<file path="config.mk">
export PLATFORM = sky130hd
export DESIGN_NAME = mux_rr_n_1
export DESIGN_NICKNAME = d
export VERILOG_FILES = /design/src/rtl/mux_rr_n_1.sv
export SDC_FILE = /design/constraint.sdc
export NUM_CORES = 1
export LEC_CHECK = 0
export ABC_CLOCK_PERIOD_IN_PS = 3490
export CORE_MARGIN = 8
export CORE_UTILIZATION = 45
export DETAILED_ROUTE_END_ITERATION = 6
export PLACE_DENSITY = 0.85
export REMOVE_ABC_BUFFERS = 1
export SLEW_MARGIN = 20
export SYNTH_ARGS = -nofsm -noshare
export SYNTH_HDL_FRONTEND = slang
export SYNTH_SLANG_ARGS = --single-unit
export TNS_END_PERCENT = 5
</file>
<file path="constraint.sdc">
create_clock -name clk_i -period 3.49 [get_ports clk_i]
set_input_delay 0.698 -clock clk_i [delete_from_list [all_inputs] [get_ports clk_i]]
set_output_delay 0.698 -clock clk_i [all_outputs]
set_load 0.01 [all_outputs]
</file>
<file path="src/rtl/mux_rr_n_1.sv">
// N-channel registered multiplexer with valid/ready handshakes on every port.
// Channel choice is either a fixed select or fair round-robin arbitration.
module mux_rr_n_1 #(
   parameter  int WIDTH = 4,
   parameter  int NCH   = 4,
   localparam int SELW  = $clog2(NCH)
) (
   input  logic                 clk_i,
   input  logic                 rst_ni,
   input  logic [NCH*WIDTH-1:0] in_data_i,
   input  logic [NCH-1:0]       in_valid_i,
   output logic [NCH-1:0]       in_ready_o,
   input  logic                 mode_i,
   input  logic [SELW-1:0]      sel_i,
   output logic [WIDTH-1:0]     out_data_o,
   output logic [SELW-1:0]      out_ch_o,
   output logic                 out_valid_o,
   input  logic                 out_ready_i
);

   logic [WIDTH-1:0] outData_q, outData_d;
   logic [SELW-1:0]  outCh_q, outCh_d;
   logic             outValid_q, outValid_d;
   logic [SELW-1:0]  rrPtr_q, rrPtr_d;

   logic [NCH-1:0]   grant;
   logic [NCH-1:0]   inReady;
   logic             loadEn;
   logic             transfer;
   logic [WIDTH-1:0] selData;
   logic [SELW-1:0]  selCh;

   // Round-robin search starts one past the last granted channel and wraps.
   always_comb begin
      int  idx;
      logic found;
      grant = '0;
      idx   = 0;
      found = 1'b0;
      if (!mode_i) begin
         if (int'(sel_i) < NCH) begin
            grant[sel_i] = in_valid_i[sel_i];
         end
      end else begin
         for (int k = 1; k <= NCH; k++) begin
            idx = (int'(rrPtr_q) + k) % NCH;
            if (!found && in_valid_i[idx]) begin
               grant[idx] = 1'b1;
               found      = 1'b1;
            end
         end
      end
   end

   always_comb begin
      selData = '0;
      selCh   = '0;
      for (int i = 0; i < NCH; i++) begin
         if (grant[i]) begin
            selData = in_data_i[i*WIDTH +: WIDTH];
            selCh   = SELW'(i);
         end
      end
   end

   assign loadEn     = !outValid_q || out_ready_i;
   assign inReady    = rst_ni ? (grant & {NCH{loadEn}}) : '0;
   assign transfer   = |inReady;
   assign in_ready_o = inReady;

   always_comb begin
      outData_d  = outData_q;
      outCh_d    = outCh_q;
      outValid_d = outValid_q;
      rrPtr_d    = rrPtr_q;
      if (transfer) begin
         outData_d  = selData;
         outCh_d    = selCh;
         outValid_d = 1'b1;
         if (mode_i) begin
            rrPtr_d = selCh;
         end
      end else if (out_ready_i) begin
         outValid_d = 1'b0;
      end
   end

   always_ff @(posedge clk_i or negedge rst_ni) begin
      if (!rst_ni) begin
         outData_q  <= '0;
         outCh_q    <= '0;
         outValid_q <= 1'b0;
         rrPtr_q    <= SELW'(NCH - 1);
      end else begin
         outData_q  <= outData_d;
         outCh_q    <= outCh_d;
         outValid_q <= outValid_d;
         rrPtr_q    <= rrPtr_d;
      end
   end

   assign out_data_o  = outData_q;
   assign out_ch_o    = outCh_q;
   assign out_valid_o = outValid_q;

endmodule

</file>
==> results of run 1 <==
==> cell families after synthesis <==
kind of cell / Yosys count / share of synthesized area (%)
compound gates: 36 / 29.2
fa+ha+maj: 8 / 9.05
buf+inv: 18 / 8.37
flops: 9 / 20.6
mux: 11 / 15.4
simple gates: 35 / 17.4
==> timing repair <==
| action | 4_1_cts | 5_1_grt |
|---|---|---|
| setup endpoints to repair | 4 | 2 |
| gates resized for setup | 10 | 2 |
| buffers inserted | 0 | 2 |
| hold buffers | 0 | 0 |
==> sequential cells by signal, summed over array words and instances, names as in the netlist <==
signal / flops
out_valid_o: 1
rrPtr_q: 2
out_data_o: 4
out_ch_o: 2
==> synthesized netlist by cell type (all sizes together), types with 3 or more instances <==
master | number | area share, %
inv | 13 | 4.4
a211oi | 4 | 2.7
a21oi | 8 | 4.0
a32oi | 4 | 3.2
nand3 | 3 | 1.4
ha | 8 | 9.1
o221ai | 4 | 3.2
nand2 | 12 | 4.1
buf | 5 | 4.0
a21bo | 4 | 3.6
dfrtp | 7 | 16
nor2 | 6 | 2.0
mux4 | 4 | 8.1
mux2 | 5 | 5.4
==> power breakdown <==
group	total (mW)	switching [mW]	internal, mW
logic	1.04	0.513	0.525
registers	0.191	0.0272	0.164
clock network	0.0828	0.0403	0.0425
total	1.31	0.580	0.731
==> final cells by class <==
cell class                 instances  area (sq um)  area share [%]
multi-input combinational         90           812            50.0
tap                               30          37.5            2.31
clock buffer                       3          22.5            1.39
timing repair buffer              52           470            29.0
inverter                          13          48.8            3.00
clock inverter                     1          5.00           0.308
sequential                         9           228            14.0
==> worst max-delay path, stage by stage (launching register included) <==
cell           delay (ns)
dfstp_2              0.53
buf_4                0.18
mux4_2               0.59
buf_4                0.19
a21oi_2              0.16
a221oi_2             0.07
a311o_1              0.30
nor2b_1              0.15
dlygate4sd2_1        0.30
==> metal layers <==
layer | vias up | share of wire [%] | track usage (%)
met5 | - | 0 | 0
met4 | 0 | 1.1 | 3.54
met3 | 4 | 4.8 | 3.06
met2 | 32 | 54 | 28.3
met1 | 561 | 40 | 16.3
li1 | 545 | - | -
==> worst paths after layout <==
path,start,endpoint,slack [ns],cells past startpoint
max,rrPtr_q[0],in_ready_o[1],0.05,8
min,out_ch_o[1],out_ch_o[1],0.50,1
max reg2reg,rrPtr_q[1],out_ch_o[0],0.31,11
min reg2reg,out_ch_o[1],out_ch_o[1],0.50,1
max in group asynchronous,rst_ni,rrPtr_q[0],2.51,2
min in group asynchronous,rst_ni,out_data_o[0],0.76,2
==> out/qor.yml, run 1 <==
antenna_left: 0
wl_per_cell_microns: 17.7
cts_tree: "done"
hold_path_class: "reg2reg"
final_layout_size_suffix_gt1_share_pct: 27.4
avgViaCountPerCell: 5.77
drc_errors: 0
die-area_sq_um: 4300
clock-skew-final_ns: 0.000351
grt_pass1_vias: 1131
finalCritPeriodShare_pct: 98.5
layout_commonest_cell: "clkdlybuf4s50_1"
place_hpwl_mm: 2.68
hold_slack_ns: 0.496
ios: 37
clk_latency_ns: 0.27
antenna_found_initial: 0
clkSinkCount: 9
synthToLayoutAreaGrowth_pct: 46.8
ir_drop_v: 0.000634
clk_path_buf_depth: 2
cts_root_buffer: "clkbuf_4"
portBuffers: 36
synth_edf_count: 0
worstSetupStartpointType: "flop"
fin_area_sq_um: 1620
pre_cts_ws_ns: -0.328
power_density_nw_per_um2: 808
synthCells: 117
final_util_pct: 67.4
tns_ns: 0
setup-violations-final: 0
layout.cells.non_filler: 198
overflow: 0
dieWidth_microns: 65.6
placed_cells: 192
cts.clk_slew.worst_paths_ns: 0.06
totalWireLength_mm: 3.51
ys_ff_latch: 9
drv_slew: 0
synth_area_sq_um: 1110
slew_headroom_pct: 70.7
synthFlopType: "dfrtp_1"
required_ns: 2.79
place_congestion: 0.928
timing.fmax_mhz: 291
fin_ws_ns: 0.0506
finalHoldViolations: 0
core_sq_um: 2410
final_cell_mix: "28 x clkdlybuf4s50_1, 16 x buf_4, 13 x inv_1"
cts_buffers: 3
worstPathArrival_ns: 2.74
drt-initial-drc-count: 69
start_util_pct: 45.9
status: "completed"
track_usage_pct: 14.9
synth_seq_area_share_pct: 20.6
tightest_slew_ns: 0.438
firstDrtPassIters: 4
maxCapViolCount: 0
nets: 203
total_power_mw: 1.31
antenna_cells: 0
synthArstFlopShare_pct: 100
dpl_cell_area_sq_um: 1570
synth_area_per_cell_sq_um: 9.45
grt_max_degree: 13
crit_path_max_fanout: 11
cp-end-kind: "output pin"
netlist-cell-type-count: 42
grt_pass1_wl_mm: 5.22
htreeDepth: 1
num_vias: 1142
fin_crit_ns: 3.44
num_rows: 18
fillers: 195
fp.dieH_microns: 65.6
p_leak_nw: 0.725
ys_warn_count: 0
worstSetupPathType: "reg2out"
No activity file was read; power rests on OpenSTA's default activity.
==> run 2, diff against run 1 <==
ABC_AREA = 1   (was unset)
CORE_ASPECT_RATIO = 0.8   (was unset)
PLACE_DENSITY = 0.84   (was 0.85)
==> run 2 against run 1 <==
  * Critical path depth increased by 4
  * Largest power group unchanged
  * Final cell count rose by 34%
  * Count of clock-buffer cells in the layout rose by 1
  * Synthesized cell count grew 61%
  * Utilization down 0.80 points
  * Sequential share of layout area hardly changed
  * Sequential cell count unchanged
  * Worst setup slack improved by 0.10 ns
  * First-iteration DRC count rose by 7.2%
  * Synthesized area increased by 4.8%
  * Largest cell class unchanged
  * Power decreased by 8.3%
  * Final area increased by 0.15%
==> out/qor.yml, run 2 <==
avgViaCountPerCell: 4.88
core_sq_um: 2440
clkSinkCount: 9
placed_cells: 262
final_util_pct: 66.6
ys_warn_count: 0
start_util_pct: 47.4
nets: 265
grt_max_degree: 12
cts_buffers: 3
drc_errors: 0
grt_pass1_wl_mm: 5.16
largest_reg_flops: 4
synth_area_leader_cell: "nand2_1"
total_power_mw: 1.20
status: "completed"
worstSetupStartpointType: "input port"
ys_ff_latch: 9
num_rows: 16
hold_path_class: "reg2reg"
synthCells: 188
grt_pass1_vias: 1207
cts_tree: "done"
yosys-top-cells-area: "nand2_1 21%, dfrtp_1 15%, nand3_1 13%"
tightest_slew_ns: 0.556
power_density_nw_per_um2: 739
layout.cells.non_filler: 266
firstDrtPassIters: 4
yosysMostFrequentCell: "nand2_1"
antenna_cells: 0
final_cell_mix: "66 x nand2_1, 35 x clkdlybuf4s50_1, 28 x nand3_1"
min_from: "out_data_o[2]"
dieWidth_microns: 72.7
num_vias: 1297
clk_latency_ns: 0.26
synthArstFlopShare_pct: 100
place_congestion: 0.883
synth.top_cell.area_share_pct: 21.4
ios: 37
synth_area_per_cell_sq_um: 6.16
synth_edf_count: 0
drv_slew: 0
htreeDepth: 1
place_hpwl_mm: 2.58
finalHoldViolations: 0
synthToLayoutAreaGrowth_pct: 40.4
cp-end-kind: "output pin"
ys_top_cells_by_count: "66 x nand2_1, 30 x nand3_1, 27 x inv_1, 14 x nor2_1, 8 x ha_1"
track_usage_pct: 14.3
final_layout_size_suffix_gt1_share_pct: 15.2
layout_commonest_cell: "nand2_1"
multi_input_area_sq_um: 810
worstPathArrival_ns: 2.64
clock-skew-final_ns: 0.00283
required_ns: 2.79
setup-violations-final: 0
register_area_sq_um: 228
ir_drop_v: 0.000444
wl_per_cell_microns: 11.6
clk_path_buf_depth: 2
dpl_cell_area_sq_um: 1580
fin_crit_ns: 3.34
die-area_sq_um: 4460
netlist-cell-type-count: 21
drt-initial-drc-count: 74
portBuffers: 36
antenna_found_initial: 0
overflow: 0
cp-startpoint: "in_valid_i[3]"
fillers: 227
cts_root_buffer: "clkbuf_4"
r2r-start: "rrPtr_q[0]"
synth_area_sq_um: 1160
synthFlopType: "dfrtp_1"
totalWireLength_mm: 3.07
slew_headroom_pct: 62.6
post-cts-setup-buffers: 0
synth_seq_area_share_pct: 19.7
fp.dieH_microns: 61.4
antenna_left: 0
p_leak_nw: 0.874
finalCritPeriodShare_pct: 95.6
fin_area_sq_um: 1630
maxCapViolCount: 0
worstSetupPathType: "in2out"
cts.clk_slew.worst_paths_ns: 0.06
crit_path_max_fanout: 6
timing.fmax_mhz: 300
run 2: cell count changes after synthesis, moves of 5 or more:
cell     previous run  this run
inv_1              13        27
nand2_2             0         5
a21oi_1             7         0
nand2_1            12        66
nand3_1             3        30
nor2_1              6        14
run 2: cell type report:
class | count | area share [%]
repair buffers | 41 | 24.6
inverters | 30 | 7.23
well taps | 36 | 2.77
multi-input cells | 146 | 49.8
flip-flops and latches | 9 | 14.0
clock buffers | 4 | 1.62
run 2: worst paths after layout:
| path | endpoint | slack [ns] | depth (start not counted) |
|---|---|---|---|
| worst max-delay path | in_ready_o[1] | 0.15 | 12 |
| worst min register to register | out_data_o[2] | 0.47 | 2 |
| max in group asynchronous | rrPtr_q[1] | 2.53 | 2 |
| worst max register to register | out_data_o[1] | 1.03 | 15 |
| worst min-delay path | out_data_o[2] | 0.47 | 2 |
| min in group asynchronous | out_ch_o[0] | 0.75 | 2 |
run 2: kinds of logic after synthesis:
| kind of cell | synth area share (%) |
|---|---|
| and+or+nand+nor | 55.8 |
| buffers and inverters | 12.4 |
| DFF | 19.7 |
| adders and majority gates | 8.64 |
| AOI/OAI and AO/OA | 3.45 |
run 2: power by group:
part	switching, mW	internal (mW)	total [mW]
sequential	0.0324	0.165	0.198
combinational	0.556	0.369	0.925
clock	0.0362	0.0440	0.0802
total	0.624	0.578	1.20
run 2: repair_timing:
item / CTS / global route
hold buffers: 0 / 0
resized for setup: 0 / 5
endpoints found under the setup margin: 0 / 4
run 2: per-layer routing:
layer | wire length, microns | GRT usage (%) | up-vias | share of wire, %
li1 | - | - | 671 | -
met1 | 1370 | 18.0 | 568 | 45
met2 | 1430 | 23.9 | 56 | 46
met3 | 260 | 2.76 | 2 | 8.5
met4 | 17 | 5.40 | 0 | 0.55
met5 | 0 | 0 | - | 0
run 2: metrics by stage:
stage               setup TNS (ns)  setup slack [ns]  hold WS [ns]
floorplan                        0             0.874         0.402
global placement                 0             0.175         0.459
detailed placement               0             0.155         0.464
CTS                              0            0.0675         0.480
global route               -0.0248           -0.0248         0.494
finish                           0             0.154         0.474
run 2: worst max-delay path, cell delays in order:
cell,delay (ns)
clkdlybuf4s50_1,0.54
inv_1,0.07
nand2_1,0.08
nand3_1,0.07
nand2_1,0.07
nand2_1,0.08
nor2_4,0.12
nand2_1,0.08
nand3_2,0.13
nand3_2,0.09
inv_1,0.08
clkdlybuf4s50_1,0.54
==> run 3, diff against run 2 <==
CTS_BUF_LIST = sky130_fd_sc_hd__clkbuf_4   (was unset)
==> run 3 against run 2 <==
  * Sequential power about the same
  * Final cell count did not move
  * Count of clock-buffer cells in the layout is the same
  * Clock power increased by 9.6%
  * Routed wire length hardly changed
  * Final area increased by 0.23%
  * Power increased by 0.63%
  * Global-route usage unchanged
  * Worst setup slack worse by 0.0052 ns
  * Hold slack better by 0.0023 ns
  * Sequential share of layout area about the same
==> out/qor.yml, run 3 (synthesis gave the netlist of run 2 again) <==
placed_cells: 262
slew_headroom_pct: 62.8
synthToLayoutAreaGrowth_pct: 40.7
cp-end-kind: "output pin"
num_rows: 16
drc_errors: 0
clock-skew-final_ns: 0.00313
clk_latency_ns: 0.26
layout_commonest_cell: "nand2_1"
antenna_left: 0
cts_root_buffer: "clkbuf_4"
grt_pass1_wl_mm: 5.16
antenna_cells: 0
crit_top_cell: "nand2_1"
timing.fmax_mhz: 299
grt_pass1_vias: 1202
slowest_stage: "clkdlybuf4s50_1"
ios: 37
totalWireLength_mm: 3.07
ff2ff_setup_slack_ns: 1.02
r2r-start: "rrPtr_q[0]"
final_util_pct: 66.8
final_cell_mix: "66 x nand2_1, 35 x clkdlybuf4s50_1, 28 x nand3_1"
tightest_slew_ns: 0.554
ir_drop_v: 0.000444
portBuffers: 36
cpPeakStageDelay_ns: 0.54
hold_path_class: "reg2reg"
hold_buffers: 0
place_congestion: 0.883
clkSinkCount: 9
setup-violations-final: 0
crit_chain: "clkdlybuf4s50_1 > inv_1 > nand2_1 > nand3_1 > nand2_1 > nand2_1 > nor2_4 > nand2_1 > nand3_1 > nand3_2 > inv_1 > clkdlybuf4s50_1"
cp-startpoint: "in_valid_i[3]"
critPathCapture: "in_ready_o[2]"
pre_cts_ws_ns: 0.155
cts.clk_slew.worst_paths_ns: 0.06
finalHoldViolations: 0
dpl_cell_area_sq_um: 1580
start_util_pct: 47.4
fin_ws_ns: 0.149
timing.rr.end: "out_data_o[1]"
finalCritPeriodShare_pct: 95.7
worstSetupPathType: "in2out"
wl_per_cell_microns: 11.5
tns_ns: 0
core_sq_um: 2440
layout.cells.non_filler: 266
hold_slack_ns: 0.476
clk_path_buf_depth: 2
fillers: 225
worstSetupStartpointType: "input port"
required_ns: 2.79
drv_slew: 0
avgViaCountPerCell: 4.88
reg2regPathDepth: 15
grt_max_degree: 12
htreeDepth: 1
final_layout_size_suffix_gt1_share_pct: 15.7
largest_reg_flops: 4
dieWidth_microns: 72.7
maxCapViolCount: 0
die-area_sq_um: 4460
num_vias: 1298
overflow: 0
power_density_nw_per_um2: 742
cts_buffers: 3
place_hpwl_mm: 2.58
fin_crit_ns: 3.34
firstDrtPassIters: 4
nets: 265
fp.dieH_microns: 61.4
crit_path_max_fanout: 4
status: "completed"
total_power_mw: 1.21
worstPathArrival_ns: 2.64
drt-initial-drc-count: 56
fin_area_sq_um: 1630
track_usage_pct: 14.3
p_leak_nw: 0.878
antenna_found_initial: 0
cts_tree: "done"
-- run 3: changes by cell type in the layout (fill, tap and decap cells not counted) --
| cell | previous run | this run |
|---|---|---|
| clkbuf_4 | 3 | 4 |
| clkbuf_1 | 1 | 0 |
-- run 3: power breakdown --
part	total [mW]	switching, mW	leakage [nW]	internal, mW
clock network	0.0879	0.0361	0.0184	0.0518
logic	0.925	0.556	0.754	0.369
registers	0.198	0.0322	0.106	0.165
total	1.21	0.624	0.878	0.586
-- run 3: cell type report --
type | count | area (sq um) | share of cell area, %
Multi-Input combinational cell | 146 | 810 | 49.7
Timing Repair Buffer | 41 | 400 | 24.6
Clock buffer | 4 | 30.0 | 1.84
Inverter | 30 | 118 | 7.21
Sequential cell | 9 | 228 | 14.0
Tap cell | 36 | 45.0 | 2.76
-- run 3: repair_timing --
| action | in CTS | in global routing |
|---|---|---|
| endpoints found under the setup margin | 0 | 4 |
| resized for setup | 0 | 5 |
| buffers inserted | 0 | 0 |
-- run 3: how the worst min path moves through the flow --
stage                    endpoint           from  cells after the start  slack (ns)
CTS                 out_data_o[2]  out_data_o[2]                      2        0.48
floorplan             out_ch_o[0]         rst_ni                      0        0.40
global placement      out_ch_o[1]    out_ch_o[1]                      2        0.46
detailed placement  out_data_o[2]  out_data_o[2]                      2        0.46
finish              out_data_o[3]  out_data_o[3]                      2        0.48
global route        out_data_o[3]  out_data_o[3]                      2        0.49
-- run 3: worst max-delay path, delay by kind of cell --
family	cells	cell delay [ns]
buffers and inverters	4	1.22
and+or+nand+nor	8	0.72
-- run 3: layer usage --
metal	vias up	track usage [%]	routed length [microns]
met3	2	2.76	238
met1	574	18.0	1390
met2	52	23.9	1420
li1	670	-	-
met4	0	5.40	17
met5	-	0	0
